### config.mk
export PLATFORM = sky130hd
export DESIGN_NAME = alu_arbiter
export DESIGN_NICKNAME = d
export VERILOG_FILES = /design/src/rtl/alu_arbiter.sv
export SDC_FILE = /design/constraint.sdc
export NUM_CORES = 1
export LEC_CHECK = 0
export ABC_AREA = 1
export CORE_AREA = 2 2 68 70
export DETAILED_ROUTE_END_ITERATION = 8
export DIE_AREA = 0 0 70 72
export GPL_TIMING_DRIVEN = 0
export PLACE_DENSITY_LB_ADDON = 0.1
export REMOVE_ABC_BUFFERS = 1
export SKIP_LAST_GASP = 1
export SLEW_MARGIN = 20
export SYNTH_ARGS = -nofsm -noshare
export SYNTH_HDL_FRONTEND = slang
export SYNTH_SLANG_ARGS = --single-unit
### constraint.sdc
create_clock -name clk -period 1.65 [get_ports clk]
set_input_delay 0.33 -clock clk [delete_from_list [all_inputs] [get_ports clk]]
set_output_delay 0.33 -clock clk [all_outputs]
set_load 0.01 [all_outputs]
### src/rtl/alu_arbiter.sv
// Two-port round-robin arbiter in front of a 4-bit ALU.
// Each request runs IDLE -> EXEC -> RESP, and the result is held until the consumer takes it.
module alu_arbiter (
    input  logic       clk,
    input  logic       rst,
    input  logic       req0_valid,
    input  logic [3:0] req0_a,
    input  logic [3:0] req0_b,
    input  logic [2:0] req0_sel,
    output logic       req0_ready,
    input  logic       req1_valid,
    input  logic [3:0] req1_a,
    input  logic [3:0] req1_b,
    input  logic [2:0] req1_sel,
    output logic       req1_ready,
    output logic       rsp_valid,
    output logic [3:0] rsp_data,
    output logic       rsp_id,
    input  logic       rsp_ready,
    output logic       busy,
    output logic [7:0] op_count
);
    typedef enum logic [1:0] {IDLE, EXEC, RESP} state_t;

    state_t     state_q;
    logic       last_q;
    logic [3:0] a_q, b_q;
    logic [2:0] sel_q;
    logic       id_q;
    logic       rsp_valid_q;
    logic [3:0] rsp_data_q;
    logic       rsp_id_q;
    logic [7:0] cnt_q;

    logic       grant_vld_d;
    logic       grant_id_d;
    logic [3:0] alu_d;

    // On a tie, grant the port that did not win the last accept.
    always_comb begin
        grant_vld_d = (state_q == IDLE) && (req0_valid || req1_valid);
        grant_id_d  = (req0_valid && req1_valid) ? ~last_q : req1_valid;
        req0_ready  = grant_vld_d && !grant_id_d && !rst;
        req1_ready  = grant_vld_d &&  grant_id_d && !rst;
    end

    always_comb begin
        alu_d = 4'h0;
        case (sel_q)
            3'd0: alu_d = 4'h0;
            3'd1: alu_d = a_q << 1;
            3'd2: alu_d = b_q << 1;
            3'd3: alu_d = (~a_q) ^ (~b_q);
            3'd4: alu_d = a_q & ~b_q;
            3'd5: alu_d = a_q | b_q;
            3'd6: alu_d = (~a_q) + b_q;
            3'd7: alu_d = 4'h1;
            default: alu_d = 4'h0;
        endcase
    end

    always_ff @(posedge clk) begin
        if (rst) begin
            state_q     <= IDLE;
            last_q      <= 1'b1;
            rsp_valid_q <= 1'b0;
            rsp_data_q  <= 4'h0;
            rsp_id_q    <= 1'b0;
            cnt_q       <= 8'h00;
        end else begin
            case (state_q)
                IDLE: begin
                    if (grant_vld_d) begin
                        a_q     <= grant_id_d ? req1_a   : req0_a;
                        b_q     <= grant_id_d ? req1_b   : req0_b;
                        sel_q   <= grant_id_d ? req1_sel : req0_sel;
                        id_q    <= grant_id_d;
                        last_q  <= grant_id_d;
                        state_q <= EXEC;
                    end
                end
                EXEC: begin
                    rsp_data_q  <= alu_d;
                    rsp_id_q    <= id_q;
                    rsp_valid_q <= 1'b1;
                    state_q     <= RESP;
                end
                RESP: begin
                    if (rsp_ready) begin
                        rsp_valid_q <= 1'b0;
                        cnt_q       <= cnt_q + 8'd1;
                        state_q     <= IDLE;
                    end
                end
                default: state_q <= IDLE;
            endcase
        end
    end

    assign rsp_valid = rsp_valid_q;
    assign rsp_data  = rsp_data_q;
    assign rsp_id    = rsp_id_q;
    assign busy      = (state_q != IDLE);
    assign op_count  = cnt_q;
endmodule
==> results of run 1 <==
## cell type report
cell class	instances	area share
flip-flops and latches	29	0.300
inverters	29	0.0477
clock buffers	8	0.0472
well taps	52	0.0276
multi-input cells	150	0.373
repair buffers	52	0.205
## sequential cells by signal, summed over array words and instances (netlist names)
name / count
op_count: 8
state_q: 2
id_q: 1
rsp_valid: 1
a_q: 4
sel_q: 3
last_q: 1
rsp_data: 4
b_q: 4
rsp_id: 1
## synthesized netlist by cell type
library cell	instances	area [sq um]
nor3_1	1	5.00
nor2_1	21	78.8
xor2_1	2	17.5
o211ai_1	1	7.51
nand3_1	13	65.1
fa_1	1	20.0
edfxtp_1	12	360
dfxtp_1	17	340
inv_1	25	93.8
clkbuf_1	2	7.51
nand4_1	6	37.5
xnor2_1	1	8.76
buf_2	2	10.0
buf_4	2	15.0
nor2_4	2	22.5
inv_2	4	15.0
ha_1	12	150
o211a_1	1	10.0
o21ai_1	4	20.0
nand3_2	2	20.0
nor3b_1	1	7.51
nor3_4	1	16.3
a21oi_1	10	50.1
nand3_4	1	17.5
nand2_1	61	229
o21bai_1	1	7.51
o21ai_0	8	40.0
## worst max-delay path: stages, from the launching register on
cell,delay (ns)
dfxtp_2,0.34
nand2_2,0.06
nand2_4,0.08
clkinvlp_4,0.11
buf_4,0.15
nand2_2,0.05
nor2_1,0.04
buf_2,0.16
## per-layer routing
metal	global-route usage	vias up	part of all wire
met2	0.235	37	0.43
met1	0.209	590	0.50
li1	-	793	-
met4	0.0513	0	0.014
met3	0.0472	6	0.055
met5	0	-	0
## final timing paths
kind / end / slack [ns] / depth (start not counted)
min: rsp_data[1]$_SDFFE_PP0P_ / 0.46 / 2
max reg2reg: rsp_data[1]$_SDFFE_PP0P_ / 0.04 / 9
min reg2reg: rsp_data[1]$_SDFFE_PP0P_ / 0.46 / 2
max: req1_ready / 0.03 / 7
## cells in the final DEF, fill, tap and decap left out, drive strengths merged
cell type and n:
o211ai 1, inv 28, nand2 61, xor2 2
edfxtp 12, ha 12, fa 1, dlygate4sd2 4
clkbuf 8, a21oi 10, clkinvlp 1, buf 11
nand3 16, nor2 23, dfxtp 17, nand4 6
xnor2 1, o21ai 12, o21bai 1, nor3b 1
clkdlybuf4s50 37, nor3 2, o211a 1
## power by group
group | internal [uW] | switching [uW]
combinational | 188 | 198
sequential | 803 | 44.1
clock | 430 | 265
total | 1420 | 507
## kinds of logic after synthesis
group	after synthesis	share of synthesized area
adder cells (fa/ha/maj)	13	0.102
AND/OR/NAND/NOR	109	0.298
XOR/XNOR	3	0.0157
AO/OA/AOI/OAI	25	0.0808
flip-flops	29	0.419
buffers and inverters	35	0.0845
## per-stage QoR
stage	instances	area, sq um	total power (uW)	hold WS [ns]
final	320	2360	1930	0.463
after global routing	320	2360	2040	0.483
after floorplan	208	1640	1050	0.399
after global placement	303	2140	1210	0.452
after detailed placement	303	2140	1210	0.454
after CTS	318	2340	1950	0.465
## what timing repair did
action / CTS / global route
hold buffers: 0 / 0
pin swaps: 1 / 2
resized for setup: 29 / 4
endpoints found under the setup margin: 18 / 5
buffers inserted: 7 / 2
hold endpoints to repair: 0 / 0
==> impl_metrics.env, run 1 <==
export IMPL_drive_gt1_frac=0.164
export IMPL_crit_path_max_fanout=3
export IMPL_cp_end_kind="output port"
export IMPL_hold_violations=0
export IMPL_nFillCells=421
export IMPL_critPathLaunchType="flip-flop"
export IMPL_irDropWorstVdd_uv=547
export IMPL_vias_per_cell=4.46
export IMPL_clock_tree_buffer_depth=2
export IMPL_cts_tree="built"
export IMPL_ys_ff_latch=29
export IMPL_finalSetupViolCount=0
export IMPL_yosys_warnings=0
export IMPL_timing_rr_start="a_q[0]$_DFFE_PP_"
export IMPL_clock_fmax_ghz=0.617
export IMPL_diodes=0
export IMPL_fin_worst_skew_ns=0.00788
export IMPL_maxCapViolCount=0
export IMPL_multiInputGateArea_sq_um=881
export IMPL_cp_startpoint="last_q$_SDFFE_PP1P_"
export IMPL_synthCells=214
export IMPL_clk_latency_ns=0.28
export IMPL_netlist_area_sq_um=1670
export IMPL_worst_slew_pin_slew_ns=0.580
export IMPL_register_area_sq_um=707
export IMPL_antenna_found_initial=0
export IMPL_cp_required_ns=1.32
export IMPL_dr_first_iter_drc_count=78
export IMPL_fin_crit_sh=0.983
export IMPL_area_growth_syn_to_layout_pct=41.1
export IMPL_grt_overflow=0
export IMPL_period_needed_ns=1.62
export IMPL_max_slew_margin_rel=0.613
export IMPL_clkSlewWorstSetupHoldPaths_ns=0.06
export IMPL_vias=1426
export IMPL_ys_seq_area_frac=0.419
export IMPL_drcViolationCount=0
export IMPL_drt_total_wl_um=3460
export IMPL_drtAntennaViolNets=0
export IMPL_rows=24
export IMPL_post_place_ws_ns=-0.999
export IMPL_synth_distinct_cells=27
export IMPL_dieArea_sq_um=5040
export IMPL_grt_max_degree=15
export IMPL_grt_setup_unrepaired="yes"
export IMPL_cts_buffers_inserted=5
export IMPL_setup_tns_ns=0
export IMPL_grt_pass1_vias=1379
export IMPL_boundaryPins=44
export IMPL_power_density_nw_per_um2=817
export IMPL_cts_sinks=29
export IMPL_die_w_um=70
export IMPL_grt_usage=0.154
export IMPL_place_congestion=0.796
export IMPL_p_leak_uw=0.00105
export IMPL_path_class="reg -> out"
export IMPL_dr_pass1_iters=4
export IMPL_hpwl_um=2500
export IMPL_wl_per_cell_um=10.8
export IMPL_nets=307
export IMPL_status="finished, final reports clean"
export IMPL_critPathArrivalTime_ns=1.29
export IMPL_min_path_type="reg -> reg"
export IMPL_cts_max_level=2
export IMPL_start_util=0.392
export IMPL_setup_ws_ns=0.0287
export IMPL_min_from="rsp_data[1]$_SDFFE_PP0P_"
export IMPL_fin_util=0.553
export IMPL_core_sq_um=4260
export IMPL_grt_pass1_wl_um=6150
export IMPL_syn_area_per_cell_sq_um=7.82
export IMPL_portBuffers=43
export IMPL_cts_root_buf="clkbuf_8"
export IMPL_drv_slew=0
export IMPL_die_y_um=72
Note: power is estimated with default switching activity, not from simulation.
==> run 2: changes to the inputs <==
--- a/config.mk
+++ b/config.mk
@@ -6,9 +6,10 @@
 export NUM_CORES = 1
 export LEC_CHECK = 0
 export ABC_AREA = 1
-export CORE_AREA = 2 2 68 70
+export CAP_MARGIN = 10
+export CORE_AREA = 2 2 65 67
 export DETAILED_ROUTE_END_ITERATION = 8
-export DIE_AREA = 0 0 70 72
+export DIE_AREA = 0 0 67 69
 export GPL_TIMING_DRIVEN = 0
 export PLACE_DENSITY_LB_ADDON = 0.1
 export REMOVE_ABC_BUFFERS = 1
==> run 2 against run 1 <==
- clock skew is 0.0021 ns lower
- critical path type is now reg -> reg
- power shrank 7.9%
- first-iteration DRC count fell by 19%
- final area is 1.9% lower
- non-clock buffer count is 5 lower
- largest cell class unchanged
==> impl_metrics.env, run 2 (synthesized netlist as in run 1, its figures left out) <==
export IMPL_status="finished, final reports clean"
export IMPL_largest_register_ffs=8
export IMPL_grt_setup_unrepaired="yes"
export IMPL_dr_first_iter_drc_count=63
export IMPL_nets=302
export IMPL_setup_ws_ns=0.0523
export IMPL_nFillCells=391
export IMPL_design_area_sq_um=2310
export IMPL_max_slew_margin_rel=0.627
export IMPL_fin_crit_sh=0.968
export IMPL_irDropWorstVdd_uv=472
export IMPL_power_density_nw_per_um2=767
export IMPL_finalSetupViolCount=0
export IMPL_die_y_um=69
export IMPL_drtAntennaViolNets=0
export IMPL_grt_pass1_vias=1368
export IMPL_final_cell_mix="58 x nand2_1, 37 x clkdlybuf4s50_1, 20 x inv_1"
export IMPL_hpwl_um=2410
export IMPL_min_from="rsp_data[2]$_SDFFE_PP0P_"
export IMPL_vias=1429
export IMPL_clkSlewWorstSetupHoldPaths_ns=0.06
export IMPL_cp_end_kind="flip-flop"
export IMPL_reg2reg_depth=9
export IMPL_cts_sinks=29
export IMPL_cts_tree="built"
export IMPL_grt_overflow=0
export IMPL_crit_chain="inv_2 -> ha_4 -> inv_2 -> fa_2 -> nor2_1 -> nor2_1 -> nand2_1 -> nand2_1 -> a21oi_2"
export IMPL_final_cell_count_no_fill=313
export IMPL_layout_commonest_cell="nand2_1"
export IMPL_path_class="reg -> reg"
export IMPL_wl_per_cell_um=10.7
export IMPL_portBuffers=43
export IMPL_setup_tns_ns=0
export IMPL_fin_worst_skew_ns=0.00575
export IMPL_path_delay_family="adder cells"
export IMPL_worst_path_max_delay_cell="fa_2"
export IMPL_clock_fmax_ghz=0.626
export IMPL_regToRegEndpoint="rsp_data[1]$_SDFFE_PP0P_"
export IMPL_dieArea_sq_um=4620
export IMPL_min_path_type="reg -> reg"
export IMPL_p_leak_uw=0.00103
export IMPL_grt_usage=0.163
export IMPL_clock_tree_buffer_depth=2
export IMPL_drt_total_wl_um=3360
export IMPL_cts_buffers_inserted=5
export IMPL_boundaryPins=44
export IMPL_critPathArrivalTime_ns=1.74
export IMPL_area_growth_syn_to_layout_pct=38.4
export IMPL_place_inst=301
export IMPL_maxCapViolCount=0
export IMPL_drive_gt1_frac=0.163
export IMPL_crit_path_max_fanout=2
export IMPL_diodes=0
export IMPL_cp_required_ns=1.79
export IMPL_worst_slew_pin_slew_ns=0.560
export IMPL_critPathLaunchType="flip-flop"
export IMPL_grt_max_degree=15
export IMPL_dpl_cell_area_sq_um=2130
export IMPL_fin_util=0.591
export IMPL_rrSetupSlack_ns=0.05
export IMPL_drv_slew=0
export IMPL_dr_pass1_iters=4
export IMPL_place_congestion=0.809
export IMPL_grt_pass1_wl_um=5820
export IMPL_antenna_found_initial=0
export IMPL_start_util=0.427
export IMPL_core_sq_um=3910
export IMPL_period_needed_ns=1.60
export IMPL_vias_per_cell=4.57
export IMPL_holdPathStages=2
export IMPL_hold_end="rsp_data[2]$_SDFFE_PP0P_"
export IMPL_post_place_ws_ns=-0.933
export IMPL_clk_latency_ns=0.27
export IMPL_hold_violations=0
export IMPL_cts_max_level=2
export IMPL_cts_root_buf="clkbuf_8"
export IMPL_crit_buf_inv=2
export IMPL_timing_rr_start="a_q[0]$_DFFE_PP_"
export IMPL_die_w_um=67
export IMPL_drcViolationCount=0
export IMPL_max_stage_delay_ns=0.50
export IMPL_rows=23
==> run 2: cell types whose count changed in the layout (fill, tap and decap cells not counted) <==
cell            previous run  this run
ha_1                      11        10
clkinv_2                   0         2
xnor2_1                    1         0
ha_4                       1         2
dlymetal6s2s_1             0         1
dlygate4sd2_1              4         3
clkbuf_8                   6         5
clkbuf_16                  1         0
inv_1                     22        20
buf_4                      9         4
inv_2                      6         8
xnor2_2                    0         1
==> run 2: layer usage <==
metal / wire [um] / GRT usage
met3: 142 / 0.0440
met1: 1720 / 0.227
met5: 0 / 0
met2: 1460 / 0.244
met4: 38 / 0.0476
==> run 2: timing repair <==
item	CTS	global route
buffers inserted	4	0
pin swaps	3	5
gates cloned	0	0
resized for setup	27	10
hold buffers	0	0
setup endpoints to repair	17	6
==> run 2: report_power, final <==
| group | internal [uW] | leakage [uW] | switching, uW |
|---|---|---|---|
| registers | 803 | 0.000253 | 46.1 |
| logic | 185 | 0.000727 | 198 |
| clock network | 291 | 0.0000450 | 252 |
| total | 1280 | 0.00103 | 496 |
==> run 2: how the worst max path moves through the flow <==
stage                                         from                       end  slack [ns]  cells past startpoint
final                             a_q[0]$_DFFE_PP_  rsp_data[1]$_SDFFE_PP0P_        0.05                      9
after global placement                  req1_valid                req1_ready       -0.94                      6
after detailed placement                req0_valid                req0_ready       -0.93                      6
after floorplan            state_q[1]$_SDFFE_PP0P_          a_q[0]$_DFFE_PP_        0.05                      3
after CTS                 op_count[3]$_SDFFE_PP0P_               op_count[3]       0.003                      1
after global routing              a_q[0]$_DFFE_PP_  rsp_data[1]$_SDFFE_PP0P_       -0.08                      9
==> run 2: final cells by class <==
cell class | instances | area [sq um] | area share
multi-input combinational | 150 | 901 | 0.389
sequential | 29 | 707 | 0.305
timing repair buffer | 47 | 449 | 0.194
tap | 50 | 62.6 | 0.0270
clock buffer | 6 | 72.6 | 0.0314
inverter | 29 | 113 | 0.0486
clock inverter | 2 | 10.0 | 0.00432
==> run 2: stage by stage <==
stage          power [uW]  hold WS (ns)
4_1_cts              1780         0.467
2_1_floorplan        1050         0.399
3_3_place_gp         1200         0.449
3_5_place_dp         1210         0.457
6_report             1780         0.464
5_1_grt              1890         0.483
==> run 2: worst register-to-register path, delay by kind of cell (launching register included) <==
kind | cells | cell delay (ns)
AO/OA/AOI/OAI | 1 | 0.05
buffers and inverters | 2 | 0.12
flip-flops | 1 | 0.40
AND/OR/NAND/NOR | 4 | 0.26
adder cells (fa/ha/maj) | 2 | 0.65
==> run 3: changes to the inputs <==
--- a/config.mk
+++ b/config.mk
@@ -5,7 +5,7 @@
 export SDC_FILE = /design/constraint.sdc
 export NUM_CORES = 1
 export LEC_CHECK = 0
-export ABC_AREA = 1
+export ABC_AREA = 0
 export CAP_MARGIN = 10
 export CORE_AREA = 2 2 65 67
 export DETAILED_ROUTE_END_ITERATION = 8
==> run 3 against run 2 <==
- the flow now finishes with violations (negative setup slack)
- synthesized area is 2.2% lower
- sequential cell count stayed put
- register-to-register slack lost 0.28 ns
- via count fell by 3.9%
- clock skew rose by 0.0010 ns
- utilization is 1.5 points higher
==> impl_metrics.env, run 3 <==
export IMPL_synthMuxAreaShare=0.0888
export IMPL_drcViolationCount=0
export IMPL_vias_per_cell=5.09
export IMPL_cts_root_buf="clkbuf_8"
export IMPL_synth_simple_area_share=0.174
export IMPL_area_growth_syn_to_layout_pct=45.2
export IMPL_synthArstFlopShare=0
export IMPL_cts_buffers_inserted=5
export IMPL_critPathArrivalTime_ns=2.06
export IMPL_synth_distinct_cells=41
export IMPL_grt_setup_unrepaired="yes"
export IMPL_core_sq_um=3910
export IMPL_grt_max_degree=21
export IMPL_cp_end_kind="flip-flop"
export IMPL_grt_pass1_wl_um=6320
export IMPL_cts_sinks=29
export IMPL_globalRouteMet3Util=0.0506
export IMPL_die_y_um=69
export IMPL_rows=23
export IMPL_combinationalPowerShare=0.197
export IMPL_p_seq_frac=0.422
export IMPL_fin_crit_sh=1.14
export IMPL_ys_seq_area_frac=0.428
export IMPL_diodes=0
export IMPL_critPathLaunchType="flip-flop"
export IMPL_grt_overflow=0
export IMPL_p_sw_frac=0.253
export IMPL_fin_worst_skew_ns=0.00678
export IMPL_cts_max_level=2
export IMPL_cp_required_ns=1.83
export IMPL_drive_gt1_frac=0.264
export IMPL_path_class="reg -> reg"
export IMPL_synth_largest_area_cell="edfxtp_1"
export IMPL_irDropWorstVdd_uv=587
export IMPL_largest_register_ffs=8
export IMPL_synthAdderAreaFrac=0.104
export IMPL_nFillCells=346
export IMPL_period_needed_ns=1.88
export IMPL_drv_slew=0
export IMPL_clkPwrFrac=0.381
export IMPL_drtAntennaViolNets=0
export IMPL_min_path_type="reg -> reg"
export IMPL_grt_usage=0.179
export IMPL_hold_violations=0
export IMPL_yosysMostFrequentCell="dfxtp_1"
export IMPL_power_density_nw_per_um2=846
export IMPL_syn_area_per_cell_sq_um=9.97
export IMPL_clkSlewWorstSetupHoldPaths_ns=0.07
export IMPL_cts_tree="built"
export IMPL_clk_latency_ns=0.28
export IMPL_grt_pass1_vias=1439
export IMPL_finalSetupViolCount=3
export IMPL_antenna_found_initial=0
export IMPL_worst_slew_pin_slew_ns=0.523
export IMPL_vias=1373
export IMPL_p_int_uw=1500
export IMPL_status="complete, but fails checks"
export IMPL_clock_tree_buffer_depth=2
export IMPL_layout_commonest_cell="clkdlybuf4s50_1"
export IMPL_final_cell_mix="37 x clkdlybuf4s50_1, 15 x dfxtp_1, 13 x nor2_1, 13 x nand2_1"
export IMPL_setup_ws_ns=-0.231
export IMPL_place_congestion=0.725
export IMPL_multiInputGateArea_sq_um=931
export IMPL_p_sw_uw=507
export IMPL_synth_compound_area_share=0.116
export IMPL_synth_edf_count=12
export IMPL_wl_per_cell_um=13.6
export IMPL_die_w_um=67
export IMPL_setup_tns_ns=-0.444
export IMPL_boundaryPins=44
export IMPL_ys_ff_latch=29
export IMPL_total_power_uw=2010
export IMPL_synth_top_cell_area_share=0.220
export IMPL_dr_first_iter_drc_count=49
export IMPL_synth_top_family_by_area="simple AND/OR/NAND/NOR gates"
export IMPL_violations="negative setup slack"
export IMPL_synthTopCellsByCount="17 x dfxtp_1, 14 x inv_1, 14 x nor2_1, 13 x nand2_1"
export IMPL_maxCapViolCount=0
export IMPL_drt_total_wl_um=3680
export IMPL_clock_fmax_ghz=0.532
export IMPL_register_area_sq_um=703
export IMPL_synthTopCellsByArea="edfxtp_1 22%, dfxtp_1 21%, ha_1 9.2%, mux2_2 8.3%, inv_1 3.2%"
export IMPL_netlist_area_sq_um=1640
export IMPL_yosys_warnings=0
export IMPL_grt_busiest_layer="met2"
export IMPL_hpwl_um=2650
export IMPL_grt_met1_usage=0.202
export IMPL_hold_buffers=0
export IMPL_dieArea_sq_um=4620
export IMPL_dr_pass1_iters=4
export IMPL_synthCells=164
export IMPL_p_leak_uw=0.000911
export IMPL_dpl_cell_area_sq_um=2110
export IMPL_start_util=0.418
export IMPL_met2_usage=0.305
export IMPL_max_slew_margin_rel=0.650
export IMPL_nets=259
export IMPL_portBuffers=43
export IMPL_synth_xor_area_frac=0.0375
export IMPL_design_area_sq_um=2370
export IMPL_crit_path_max_fanout=2
export IMPL_synthFlopType="dfxtp_1"
==> run 3: cell types whose count changed in the layout (fill, tap and decap cells not counted), sizes merged, moves of 3 or more <==
cell    change
nand2      -48
nand3      -15
inv        -14
mux2       +12
buf         +9
nor2        -9
o21ai       -6
a21oi       -3
nand2b      +3
nand3b      +3
nand4       -3
nor3        +3
nor3b       +3
xnor2       +3
==> run 3: final cells by class <==
cell class / instances / share of cell area
Clock buffer: 7 / 0.0501
Multi-Input combinational cell: 114 / 0.392
Sequential cell: 29 / 0.296
Inverter: 14 / 0.0221
Timing Repair Buffer: 55 / 0.211
Tap cell: 50 / 0.0263
Clock inverter: 1 / 0.00211
==> run 3: repair_timing <==
action	CTS	global route
buffers inserted	9	2
pin swaps	9	2
gates resized for setup	33	5
setup endpoints to repair	30	13
==> run 3: power by group through the flow <==
stage | Clock, uW | Sequential [uW] | Combinational (uW)
floorplan | 0 | 854 | 181
detailed placement | 0 | 859 | 342
global route | 818 | 854 | 437
global placement | 0 | 856 | 324
CTS | 778 | 845 | 391
finish | 764 | 848 | 396
==> run 3: logic make-up after synthesis <==
logic type      Yosys count
buf+inv                  21
simple gates             54
flops                    29
fa+ha+maj                13
mux                      13
compound gates           27
xor+xnor                  7
==> run 3: metal layers <==
layer / vias up / part of all wire
met5: - / 0
met4: 0 / 0.025
met3: 8 / 0.051
met2: 42 / 0.51
met1: 637 / 0.41
li1: 686 / -
==> run 3: final timing paths <==
kind         cells after the start           startpoint  slack, ns                       end
max                              7     a_q[0]$_DFFE_PP_      -0.23  rsp_data[1]$_SDFFE_PP0P_
min                              2  rsp_id$_SDFFE_PP0P_       0.46       rsp_id$_SDFFE_PP0P_
max reg2reg                      7     a_q[0]$_DFFE_PP_      -0.23  rsp_data[1]$_SDFFE_PP0P_
min reg2reg                      2  rsp_id$_SDFFE_PP0P_       0.46       rsp_id$_SDFFE_PP0P_
==> run 3: critical path, cell delays in order, from the launching register on <==
cell and delay, ns:
edfxtp_1 0.41, inv_2 0.09, ha_4 0.13, inv_2 0.03
fa_1 0.51, a211oi_2 0.07, a311o_1 0.28, a32o_1 0.25
==> run 3: through the flow <==
step | util | hold slack [ns] | setup WS [ns] | std cells
floorplan | - | 0.399 | -0.280 | 157
finish | 0.607 | 0.457 | -0.231 | 270
detailed placement | 0.539 | 0.452 | -1.35 | 251
global route | 0.607 | 0.470 | -0.330 | 270
CTS | 0.604 | 0.461 | -0.240 | 268
global placement | 0.536 | 0.449 | -1.29 | 250
